===== config.mk =====
export PLATFORM = sky130hd
export DESIGN_NAME = ascii2morse
export DESIGN_NICKNAME = d
export VERILOG_FILES = /design/src/rtl/morse_pkg.sv /design/src/rtl/ascii_morse_rom.sv /design/src/rtl/ascii2morse.sv
export SDC_FILE = /design/constraint.sdc
export NUM_CORES = 1
export LEC_CHECK = 0
export CAP_MARGIN = 20
export CORE_ASPECT_RATIO = 1.2
export CORE_MARGIN = 2
export CORE_UTILIZATION = 45
export DETAILED_ROUTE_END_ITERATION = 6
export PLACE_DENSITY = 0.65
export SETUP_SLACK_MARGIN = 0.1
export SLEW_MARGIN = 20
export SYNTH_ARGS = -nofsm -noshare
export SYNTH_HDL_FRONTEND = slang
export SYNTH_SLANG_ARGS = --single-unit

===== constraint.sdc =====
create_clock -name clk -period 5.05 [get_ports clk]
set_input_delay 1.01 -clock clk [delete_from_list [all_inputs] [get_ports clk]]
set_output_delay 1.01 -clock clk [all_outputs]
set_load 0.02 [all_outputs]

===== src/rtl/morse_pkg.sv =====
// Shared types and constants for the ASCII-to-Morse keyer.
package morse_pkg;

  typedef enum logic [2:0] {
    IDLE,
    FETCH,
    DECODE,
    MARK,
    EGAP,
    LGAP,
    WGAP
  } state_t;

  localparam int unsigned DOT_UNITS  = 1;
  localparam int unsigned DASH_UNITS = 3;
  localparam int unsigned EGAP_UNITS = 1;
  localparam int unsigned LGAP_UNITS = 3;
  localparam int unsigned WGAP_EXTRA = 4;

  localparam logic [7:0] SPACE_CODE = 8'hE0;

  // Lower-case letters share the upper-case ROM entries; bytes above 0x7F
  // are steered to address 0, which is unsupported.
  function automatic logic [6:0] fold_addr(input logic [7:0] c);
    logic [6:0] a;
    if (c[7]) begin
      a = 7'h00;
    end else if (c >= 8'h61 && c <= 8'h7A) begin
      a = {c[6], 1'b0, c[4:0]};
    end else begin
      a = c[6:0];
    end
    return a;
  endfunction

  function automatic logic [2:0] mark_units(input logic is_dash);
    return is_dash ? 3'(DASH_UNITS) : 3'(DOT_UNITS);
  endfunction

endpackage


===== src/rtl/ascii_morse_rom.sv =====
// Synchronous 128x8 Morse lookup ROM: {len[2:0], pat[4:0]}, 1 = dash,
// elements keyed from pat[len-1] down to pat[0]. Unsupported codes read 0.
module ascii_morse_rom (
  input  logic       clk,
  input  logic [6:0] addr,
  output logic [7:0] data
);

  function automatic logic [7:0] lookup(input logic [6:0] a);
    logic [7:0] w;
    w = '0;
    case (a)
      7'h20: w = {3'd7, 5'b00000};
      7'h30: w = {3'd5, 5'b11111};
      7'h31: w = {3'd5, 5'b01111};
      7'h32: w = {3'd5, 5'b00111};
      7'h33: w = {3'd5, 5'b00011};
      7'h34: w = {3'd5, 5'b00001};
      7'h35: w = {3'd5, 5'b00000};
      7'h36: w = {3'd5, 5'b10000};
      7'h37: w = {3'd5, 5'b11000};
      7'h38: w = {3'd5, 5'b11100};
      7'h39: w = {3'd5, 5'b11110};
      7'h41: w = {3'd2, 5'b00001};
      7'h42: w = {3'd4, 5'b01000};
      7'h43: w = {3'd4, 5'b01010};
      7'h44: w = {3'd3, 5'b00100};
      7'h45: w = {3'd1, 5'b00000};
      7'h46: w = {3'd4, 5'b00010};
      7'h47: w = {3'd3, 5'b00110};
      7'h48: w = {3'd4, 5'b00000};
      7'h49: w = {3'd2, 5'b00000};
      7'h4A: w = {3'd4, 5'b00111};
      7'h4B: w = {3'd3, 5'b00101};
      7'h4C: w = {3'd4, 5'b00100};
      7'h4D: w = {3'd2, 5'b00011};
      7'h4E: w = {3'd2, 5'b00010};
      7'h4F: w = {3'd3, 5'b00111};
      7'h50: w = {3'd4, 5'b00110};
      7'h51: w = {3'd4, 5'b01101};
      7'h52: w = {3'd3, 5'b00010};
      7'h53: w = {3'd3, 5'b00000};
      7'h54: w = {3'd1, 5'b00001};
      7'h55: w = {3'd3, 5'b00001};
      7'h56: w = {3'd4, 5'b00001};
      7'h57: w = {3'd3, 5'b00011};
      7'h58: w = {3'd4, 5'b01001};
      7'h59: w = {3'd4, 5'b01011};
      7'h5A: w = {3'd4, 5'b01100};
      default: w = '0;
    endcase
    return w;
  endfunction

  // Registered read: data is valid one cycle after addr.
  always_ff @(posedge clk) begin
    data <= lookup(addr);
  end

endmodule


===== src/rtl/ascii2morse.sv =====
// Pops characters from the UART RX FIFO and keys them out as Morse with
// standard unit timing (dot 1, dash 3, element gap 1, letter gap 3, word 7).
module ascii2morse
  import morse_pkg::*;
#(
  parameter int unsigned UNIT_TICKS = 6_000_000,
  parameter int unsigned CNT_W      = $clog2(UNIT_TICKS)
) (
  input  logic       clk,
  input  logic       reset,
  input  logic [7:0] r_data,
  input  logic       rx_empty,
  output logic       rd_uart,
  output logic       morse_out,
  output logic       busy
);

  state_t           state_q, state_d;
  logic [7:0]       char_q, char_d;
  logic [CNT_W-1:0] tick_q, tick_d;
  logic [2:0]       unit_q, unit_d;
  logic [2:0]       idx_q, idx_d;
  logic             morse_q, morse_d;
  logic             busy_q, busy_d;

  logic [6:0]       rom_addr;
  logic [7:0]       rom_data;
  logic [2:0]       rom_len;
  logic [4:0]       rom_pat;
  logic             tick_last;
  logic             timed_done;

  assign rom_addr   = fold_addr(char_q);
  assign rom_len    = rom_data[7:5];
  assign rom_pat    = rom_data[4:0];
  assign tick_last  = (tick_q == CNT_W'(UNIT_TICKS - 1));
  assign timed_done = tick_last && (unit_q == 3'd1);

  // char_q is stable from FETCH onward, so the ROM word stays valid for the
  // whole character and pat can be indexed directly in every timed state.
  ascii_morse_rom u_rom (
    .clk  (clk),
    .addr (rom_addr),
    .data (rom_data)
  );

  // State, counters and registered outputs.
  always_ff @(posedge clk) begin
    if (reset) begin
      state_q <= IDLE;
      char_q  <= '0;
      tick_q  <= '0;
      unit_q  <= '0;
      idx_q   <= '0;
      morse_q <= 1'b0;
      busy_q  <= 1'b0;
    end else begin
      state_q <= state_d;
      char_q  <= char_d;
      tick_q  <= tick_d;
      unit_q  <= unit_d;
      idx_q   <= idx_d;
      morse_q <= morse_d;
      busy_q  <= busy_d;
    end
  end

  // Next-state logic; entering a timed state reloads tick/unit counters.
  always_comb begin
    state_d = state_q;
    char_d  = char_q;
    tick_d  = tick_q;
    unit_d  = unit_q;
    idx_d   = idx_q;

    if (state_q inside {MARK, EGAP, LGAP, WGAP}) begin
      if (tick_last) begin
        tick_d = '0;
        unit_d = unit_q - 3'd1;
      end else begin
        tick_d = tick_q + CNT_W'(1);
      end
    end

    unique case (state_q)
      IDLE: begin
        if (!rx_empty) begin
          char_d  = r_data;
          state_d = FETCH;
        end
      end
      FETCH: state_d = DECODE;
      DECODE: begin
        tick_d = '0;
        if (rom_data == SPACE_CODE) begin
          state_d = WGAP;
          unit_d  = 3'(WGAP_EXTRA);
        end else if (rom_len == 3'd0 || rom_len > 3'd5) begin
          state_d = IDLE;
        end else begin
          state_d = MARK;
          idx_d   = rom_len - 3'd1;
          unit_d  = mark_units(rom_pat[rom_len - 3'd1]);
        end
      end
      MARK: begin
        if (timed_done) begin
          tick_d = '0;
          if (idx_q == 3'd0) begin
            state_d = LGAP;
            unit_d  = 3'(LGAP_UNITS);
          end else begin
            state_d = EGAP;
            unit_d  = 3'(EGAP_UNITS);
          end
        end
      end
      EGAP: begin
        if (timed_done) begin
          state_d = MARK;
          tick_d  = '0;
          idx_d   = idx_q - 3'd1;
          unit_d  = mark_units(rom_pat[idx_q - 3'd1]);
        end
      end
      LGAP, WGAP: begin
        if (timed_done) begin
          state_d = IDLE;
        end
      end
      default: state_d = IDLE;
    endcase
  end

  // Pop strobe and next values of the registered key/busy outputs.
  always_comb begin
    rd_uart = (state_q == IDLE) && !rx_empty && !reset;
    morse_d = (state_d == MARK);
    busy_d  = (state_d != IDLE);
  end

  assign morse_out = morse_q;
  assign busy      = busy_q;

endmodule


==> key figures <==
Status
  – Status: finished clean

Power
  – VDD IR max: 128 uV
  – Clock network fraction of design power: 33.3%
  – Pwr Total: 0.866 mW
  – Gate power share: 16.4%
  – Switching component of the power: 0.242 mW
  – Seq pwr share: 50.3%
  – PD cells: 255 mW/mm^2
  – Sw Ratio: 28.0%
  – Int Power: 0.624 mW
  – Leak pwr: 1.18 nW

GRT
  – Gr ovfl total: 0
  – Initial antenna violation count: 0
  – First-pass GRT wire length: 11.0 mm
  – Total global-route track usage: 17.9%
  – Vias in the first global route: 2462
  – Largest net degree at the start of global routing: 30

Layout
  – FILL cells: 653
  – P&R area growth vs syn: 10.1%
  – N_diodes: 0
  – Nets@finish: 419
  – Ratio of cells with drive above 1 in the final layout: 7.09%

Route
  – DR pass1 iterations: 4
  – Vias: 2648
  – Final wirelength: 6.41 mm
  – DRT iter0 DRCs: 141
  – Wirelength per Cell: 13.3 um
  – Routed vias/inst: 5.49
  – Drc violations: 0
  – DRT antenna net count: 0

Placed design
  – Post-DP HPWL: 4.66 mm
  – Number of buffers added on ports: 13
  – Placer Congestion: 0.870
  – DP Worst Slack: 1480 ps

Yosys
  – Synth top area cells: dfxtp_1 (32%), nor2_1 (7.2%), ha_1 (5.7%)
  – Multiplexer area fraction after synthesis: 5.02%
  – Post-synth EDFFs: 0
  – Synthesized-area fraction occupied by adder cells: 5.99%
  – Mapped Area: 0.00309 mm^2
  – Mapped Nets: 415
  – Largest family of logic cells by synthesized area: simple AND/OR/NAND/NOR gates
  – Top FF cell, synth: dfxtp_1
  – Post-synthesis simple-gate area fraction: 24.6%
  – Yosys reg bits: 50
  – Synth warn: 0
  – Area leader, netlist: dfxtp_1
  – Sequential share of the synthesized area: 32.4%
  – Ys async rst share: 0%
  – Synth Area in Compound Gates: 18.5%
  – Cell count after synthesis: 390
  – Cell with the most instances after synthesis: nor2_1
  – Avg Cell Area, Syn: 7.92 um^2
  – Post-synth cell types: 58
  – Post-Synth XOR/XNOR Area: 7.94%
  – Synth top area share: 32.4%
  – Post-synth top cells: nor2_1 (59), dfxtp_1 (50), nand2_1 (27)

Timing
  – Max Clock Skew: 14.3 ps
  – Relative slew slack: 42.8%
  – Crit share post-route: 70.6%
  – FMAX: 280 MHz
  – Final Slew Violations: 0
  – Final setup margin: 1480 ps
  – Post-layout minimum cycle time: 3570 ps
  – Unrepaired setup endpoints after global routing: no
  – Worst slew pin tran: 858 ps
  – Fin Setup TNS: 0 ps
  – Setup Viol. Count Final: 0
  – Hold WS: 506 ps
  – Fin. Hold Viols: 0

Critical path
  – Critical path arrival: 2560 ps
  – Crit Path Max Fanout: 10
  – Worst endpoint required time: 4040 ps
  – Crit Path Category: input port to primary output
  – Startpoint types: input port
  – Critical Path Sink Type: primary output

Clock network
  – Post_cts resized: 0
  – Clock-pin slew on the worst setup and hold paths: 100 ps
  – CTS tree: built
  – Clk sinks: 50
  – Num CTS Buffers: 5
  – Clock buffer depth: 2
  – Post-CTS Setup Inserts: 0
  – CTS Root Cell: clkbuf_8
  – Hold Buf Count CTS: 0
  – H-tree levels: 2
  – Clock latency on the worst-skew pair: 300 ps

Die
  – Die area: 0.00755 mm^2
  – Site Rows: 33
  – Die H: 94.8 um
  – CORE AREA: 0.00673 mm^2
  – IO Count: 14
  – Die width: 79.6 um
  – Starting Density: 45.9%

Job
  – Max Cap Violations: 0

Hold path
  – Worst hold path type: register to register
==> metal layers <==
layer	share of wire, %	global-route usage (%)	vias up
met1	49	23.7	1216
li1	-	-	1379
met4	1.2	4.89	0
met5	0	0	-
met3	3.3	2.39	7
met2	47	30.4	46
==> layout make-up <==
type                    instances  area (um^2)  share of cell area, %
inverters                      24         90.1                   2.65
multi-input cells             296         1920                   56.6
flip-flops and latches         50         1000                   29.4
well taps                      87          109                   3.20
clock buffers                   5         68.8                   2.02
repair buffers                 17          160                   4.71
clock inverters                 3         47.5                   1.40
==> kinds of logic after synthesis <==
group,count (synthesis)
and+or+nand+nor,153
AOI/OAI and AO/OA,87
DFF,50
buffers and inverters,44
xor gates and xnor gates,28
adders and majority gates,15
muxes,13
==> state kept, by name (all words and copies together) (netlist names) <==
| name | count |
|---|---|
| tick_q | 23 |
| char_q | 8 |
| u_rom.data | 8 |
| idx_q | 3 |
| state_q | 3 |
| unit_q | 3 |
| busy | 1 |
| morse_out | 1 |
==> cells in the final DEF (no fill, tap or decap), types with 4 or more instances in the layout <==
cell and instances:
nand2b_1 7, nand4_1 9, a31oi_1 5, ha_1 14, nand2_1 27, nand3_1 20
xnor2_1 16, clkdlybuf4s50_1 13, mux2i_1 11, a21oi_1 23, o21ai_0 14, dfxtp_1 50
clkbuf_8 5, xor2_1 12, nor2b_1 6, o22ai_1 6, o21bai_1 5, nor2_1 59
a211oi_1 9, buf_4 4, inv_1 24
==> metrics by stage <==
stage	cell area, um^2	instances	utilization, %
final	3400	482	50.5
after floorplan	3090	390	-
after CTS	3400	482	50.5
after global placement	3280	474	48.8
after detailed placement	3280	474	48.8
after global routing	3400	482	50.5
==> path summary, 6_finish.rpt <==
path	startpoint	slack, ps	cells past startpoint	end
max	rx_empty	1480	5	rd_uart
min	tick_q[1]	510	2	tick_q[1]
max reg2reg	state_q[0]	2420	6	tick_q[22]
min reg2reg	tick_q[1]	510	2	tick_q[1]
==> power by group through the flow <==
| stage | Clock, mW | Sequential [mW] | Combinational [mW] |
|---|---|---|---|
| after floorplan | 0 | 0.427 | 0.119 |
| after global placement | 0 | 0.444 | 0.139 |
| after detailed placement | 0 | 0.444 | 0.141 |
| after CTS | 0.299 | 0.435 | 0.142 |
| after global routing | 0.313 | 0.439 | 0.159 |
| final | 0.289 | 0.436 | 0.142 |
==> critical path, cell delays in order <==
cell	delay [ps]
clkdlybuf4s50_1	410
nor4_2	140
buf_4	250
nor2b_1	150
clkdlybuf4s50_1	600
(Power assumes the default switching activity.)
==> RTL change 1 (same settings) <==
Change the parameter `UNIT_TICKS` from 6_000_000 to 3_000_000.
--- a/src/rtl/ascii2morse.sv
+++ b/src/rtl/ascii2morse.sv
@@ -3,7 +3,7 @@
 module ascii2morse
   import morse_pkg::*;
 #(
-  parameter int unsigned UNIT_TICKS = 6_000_000,
+  parameter int unsigned UNIT_TICKS = 3_000_000,
   parameter int unsigned CNT_W      = $clog2(UNIT_TICKS)
 ) (
   input  logic       clk,
Check against the original RTL: no difference found for any inputs over 10 cycles, from zero or initial values and one cycle with reset high; that may be too few to reach the edited logic, so the function may still have changed.
==> RTL change 1 against the original RTL <==
- setup slack worse by 0.26 ns
- area after synthesis up 0.73%
- utilization down 0.75 points
- die area up 0.69%
- wire length down 3.7%
- sequential cell count down 1
- final area down 0.88%
- count of clock-buffer cells in the layout up 1
- power up 0.22%
- critical endpoint unchanged
==> RTL change 1: results (changes against the original RTL) <==
global_route:
  antenna_found_initial: 0  # unchanged
  grt_pass1_wl_um: 10800  # -2.1%
  gr-usage-all-layers: 0.178  # -0.00128
  grt_pass1_vias: 2325  # -5.6%
final_layout:
  diodes: 0  # unchanged
  drive_gt1_frac: 0.0703  # -0.000574
  largest_registers: "tick_q x22, char_q x8, u_rom.data x8"
logic_synthesis:
  synthTopCellsByCount: "nor2_1, dfxtp_1, nand2_1"
  seq_area_frac_synth: 0.315  # -0.00878
  yosysUniqueCellTypes: 63  # +8.6%
  postSynthAreaPerCell_um2: 8.15  # +2.8%
  async_flop_share: 0  # unchanged
  synth_nets: 407  # -1.9%
  synthTopCellsByArea: "dfxtp_1, nor2_1, ha_1"
clock_tree:
  cts_buffer_depth: 2  # unchanged
  clk_pin_slew_ns: 0.09
  h-tree-depth: 2  # unchanged
  root_buffer: "clkbuf_8"
  cts_resized: 0  # unchanged
  cts_buffers: 5  # unchanged
sta:
  maxSlewViolCount: 0  # unchanged
  max_slew_margin: 0.416  # -0.0114
  skew_ns: 0.00720  # -0.00708 ns
placed_design:
  dp.cells: 463  # -2.3%
  hpwl_um: 4500  # -3.4%
  gp_congestion: 0.808  # -7.1%
  place.port_buffers: 13  # unchanged
  post_dp_cell_area_um2: 3270  # -0.42%
  dp_slack_ns: 1.21  # -0.268 ns
drt:
  via_per_inst: 5.44  # -1.0%
  drt_iter0_drc: 128  # -9.2%
  finalWirelength_um: 6170  # -3.7%
  met1Wirelength_um: 3080  # -1.0%
  wl_met3_um: 200  # -4.3%
  avgRoutedWirePerCell_um: 13.1  # -1.5%
  met2_length_um: 2800  # -7.2%
  dr.max_layer_used: "met4"
power:
  vdd_drop_max_mv: 0.136  # +6.4%
  power_leakage_nw: 1.24  # +5.5%
worst_setup_path:
  crit_slowest_cell: "clkdlybuf4s50_1"
  cp_max_fo: 18  # +8
  cp.arrival_ns: 2.81  # +0.25 ns
  max_stage_delay_ns: 0.90  # +0.30 ns
outcome:
  status: "completed"
hold_path:
  hp-class: "register to register"
## RTL change 1: per-stage QoR
step / utilization / total power [mW]
3_3_place_gp: 0.483 / 0.624
5_1_grt: 0.498 / 0.924
4_1_cts: 0.498 / 0.880
2_1_floorplan: - / 0.580
3_5_place_dp: 0.483 / 0.627
6_report: 0.498 / 0.868
## RTL change 1: layout make-up
| type | count | area, um2 |
|---|---|---|
| clock buffer | 6 | 82.6 |
| clock inverter | 2 | 17.5 |
| fill | 671 | 3400 |
| inverter | 18 | 67.6 |
| multi-input combinational | 295 | 1980 |
| sequential | 49 | 981 |
| tap | 87 | 109 |
| timing repair buffer | 14 | 138 |
## RTL change 1: cell families after synthesis
kind of cell / count (synthesis) / share of synthesized area
AND/OR/NAND/NOR: 166 / 0.279
AO/OA/AOI/OAI: 70 / 0.160
multiplexers: 18 / 0.0623
adder cells (fa/ha/maj): 14 / 0.0563
flip-flops: 49 / 0.315
buffers and inverters: 38 / 0.0519
XOR/XNOR: 27 / 0.0760
## RTL change 1: power breakdown
group	internal (mW)	switching, mW
Combinational	0.0843	0.0929
Sequential	0.404	0.0365
Clock	0.114	0.137
Total	0.602	0.266
## RTL change 1: critical path, delay by kind of cell
family	cells	cell delay (ns)
AND/OR/NAND/NOR	1	0.20
buffers and inverters	3	1.60
## RTL change 1: metal layers
metal  GRT usage  vias to the layer above
li1            -                     1347
met1       0.244                     1163
met4      0.0650                        0
met5           0                        -
met2       0.276                       43
met3      0.0350                        8
## RTL change 1: worst paths after layout
check / startpoint / slack [ns] / cells past startpoint / endpoint
worst max-delay path: reset / 1.23 / 4 / rd_uart
worst min register to register: idx_q[1] / 0.51 / 2 / idx_q[1]
worst min-delay path: idx_q[1] / 0.51 / 2 / idx_q[1]
worst max register to register: state_q[2] / 2.31 / 5 / tick_q[15]
==> RTL change 2 (same flow settings) <==
Without the edit above. Reset style: asynchronous (`reset`), changed in one clocked block.
--- a/src/rtl/ascii2morse.sv
+++ b/src/rtl/ascii2morse.sv
@@ -45,7 +45,7 @@
   );
 
   // State, counters and registered outputs.
-  always_ff @(posedge clk) begin
+  always_ff @(posedge clk or posedge reset) begin
     if (reset) begin
       state_q <= IDLE;
       char_q  <= '0;
Check against the original RTL: differs if reset is asserted again (counterexample within 4 cycles, from zero or initial values and one cycle with reset high); with reset held inactive, the same outputs for 10 cycles.
==> RTL change 2 against the original RTL <==
- sequential cell count is the same
- setup slack gained 0.038 ns
- non-clock buffer count shrank 3
- count of clock-buffer cells in the layout is the same
- area after synthesis grew 2.4%
- wire length grew 1.1%
- final area grew 0.85%
- critical path type unchanged
- largest cell class unchanged
- highest routed layer unchanged
Power is not compared: it rests on default switching activity, and its combinational part moved more than twofold at a synthesized area within 25%.
==> RTL change 2: results (changes against the original RTL) <==
outcome:
  status: "completed"
worst_setup_path:
  cp.arrival_ns: 2.52  # -0.04 ns
  r2r-start: "tick_q[7]"
  rr_worst_depth: 6  # unchanged
  worstReg2RegEnd: "tick_q[0]"
  crit_path_start: "rx_empty"
  cp_max_fo: 3  # -7
  max_stage_delay_ns: 0.63  # +0.03 ns
  r2r_slack_ns: 1.93  # -0.49 ns
  crit_slowest_cell: "clkdlybuf4s50_1"
global_route:
  grt_max_degree: 43  # +43%
  antenna_found_initial: 0  # unchanged
  grtUsageMet1: 0.252  # +0.0155
  use_met2: 0.317  # +0.0134
  grt_pass1_vias: 2527  # +2.6%
  use_met3: 0.0328  # +0.00893
  gr-usage-all-layers: 0.190  # +0.0111
  grt_pass1_wl_um: 11600  # +5.4%
drt:
  finalWirelength_um: 6480  # +1.1%
  avgRoutedWirePerCell_um: 14.3  # +7.8%
  met2_length_um: 3250  # +7.6%
  met1Wirelength_um: 2980  # -4.3%
  wl_met3_um: 207  # -0.96%
  drt_iter0_drc: 127  # -9.9%
  via_per_inst: 5.59  # +1.8%
placed_design:
  place.port_buffers: 13  # unchanged
  gp_congestion: 0.900  # +3.5%
  hpwl_um: 4660  # about the same
  dp.cells: 444  # -6.3%
clock_tree:
  clk_pin_slew_ns: 0.09
  h-tree-depth: 2  # unchanged
  post_cts_buffers: 0  # unchanged
  clk_latency_ns: 0.31
  root_buffer: "clkbuf_8"
  cts_buffers: 5  # unchanged
final_layout:
  fillCellCount: 667  # +2.1%
  drive_gt1_frac: 0.0630  # -0.00787
  nNetsFinal: 389  # -7.2%
  largest_registers: "tick_q x23, char_q x8, u_rom.data x8"
  diodes: 0  # unchanged
logic_synthesis:
  synthTopCellsByArea: "dfrtp_1, nor2_1, ha_1"
  syn_inst: 359  # -7.9%
  async_flop_share: 0.840  # +0.840
  synth_nets: 384  # -7.5%
  ys.warnings.count: 0  # unchanged
  yosysUniqueCellTypes: 55  # -5.2%
  seq_area_frac_synth: 0.383  # +0.0587
  ys_dominant_reg_cell: "dfrtp_1"
  synthTopCellsByCount: "nor2_1, dfrtp_1, nand2_1"
sta:
  max_slew_margin: 0.355  # -0.0721
  hold_ws_ns: 0.545  # +0.0389 ns
  skew_ns: 0.0144  # +0.000171 ns
power:
  power_leakage_nw: 1.43
  vdd_drop_max_mv: 0.239
hold_path:
  min-delay-start: "tick_q[17]"
  hp-class: "register to register"
  min_to: "tick_q[17]"
[RTL change 2: cell count changes in the layout (fill, tap and decap cells not counted), sizes merged, moves of 4 or more]
cell / before / now
nor3b: 0 / 4
mux2i: 11 / 5
a211oi: 9 / 2
nor2: 59 / 48
nor3: 3 / 8
a21oi: 24 / 15
mux2: 0 / 5
dfrtp: 0 / 42
xnor2: 16 / 10
xor2: 12 / 17
dfxtp: 50 / 8
[RTL change 2: power breakdown]
part	internal (mW)	leakage [nW]	switching [mW]
Clock	0.100	0.0447	0.142
Combinational	0.322	0.772	0.394
Sequential	0.485	0.612	0.175
[RTL change 2: cell families (layout without fill, tap and decap cells)]
kind of cell | after synthesis | count (layout) | share of synthesized area
and+or+nand+nor | 151 | 151 | 0.242
muxes | 12 | 12 | 0.0478
xor gates and xnor gates | 27 | 27 | 0.0747
buffers and inverters | 38 | 44 | 0.0498
DFF | 50 | 50 | 0.383
adders and majority gates | 14 | 14 | 0.0554
AOI/OAI and AO/OA | 67 | 67 | 0.147
[RTL change 2: worst reg2reg max path, delay by kind of cell, from the launching register on]
| kind | cells | cell delay, ns |
|---|---|---|
| DFF | 1 | 0.45 |
| and+or+nand+nor | 5 | 2.06 |
| AOI/OAI and AO/OA | 1 | 0.48 |
[RTL change 2: stage by stage]
step           setup WS [ns]  instance area, um2
2_1_floorplan           2.23                3160
3_3_place_gp            1.51                3340
3_5_place_dp            1.52                3340
4_1_cts                 1.50                3430
5_1_grt                 1.44                3430
6_report                1.52                3430
[RTL change 2: layout make-up]
cell class	count	share of cell area
sequential	50	0.353
clock inverter	3	0.00730
timing repair buffer	14	0.0401
clock buffer	5	0.0201
multi-input combinational	271	0.524
tap	87	0.0317
inverter	22	0.0241
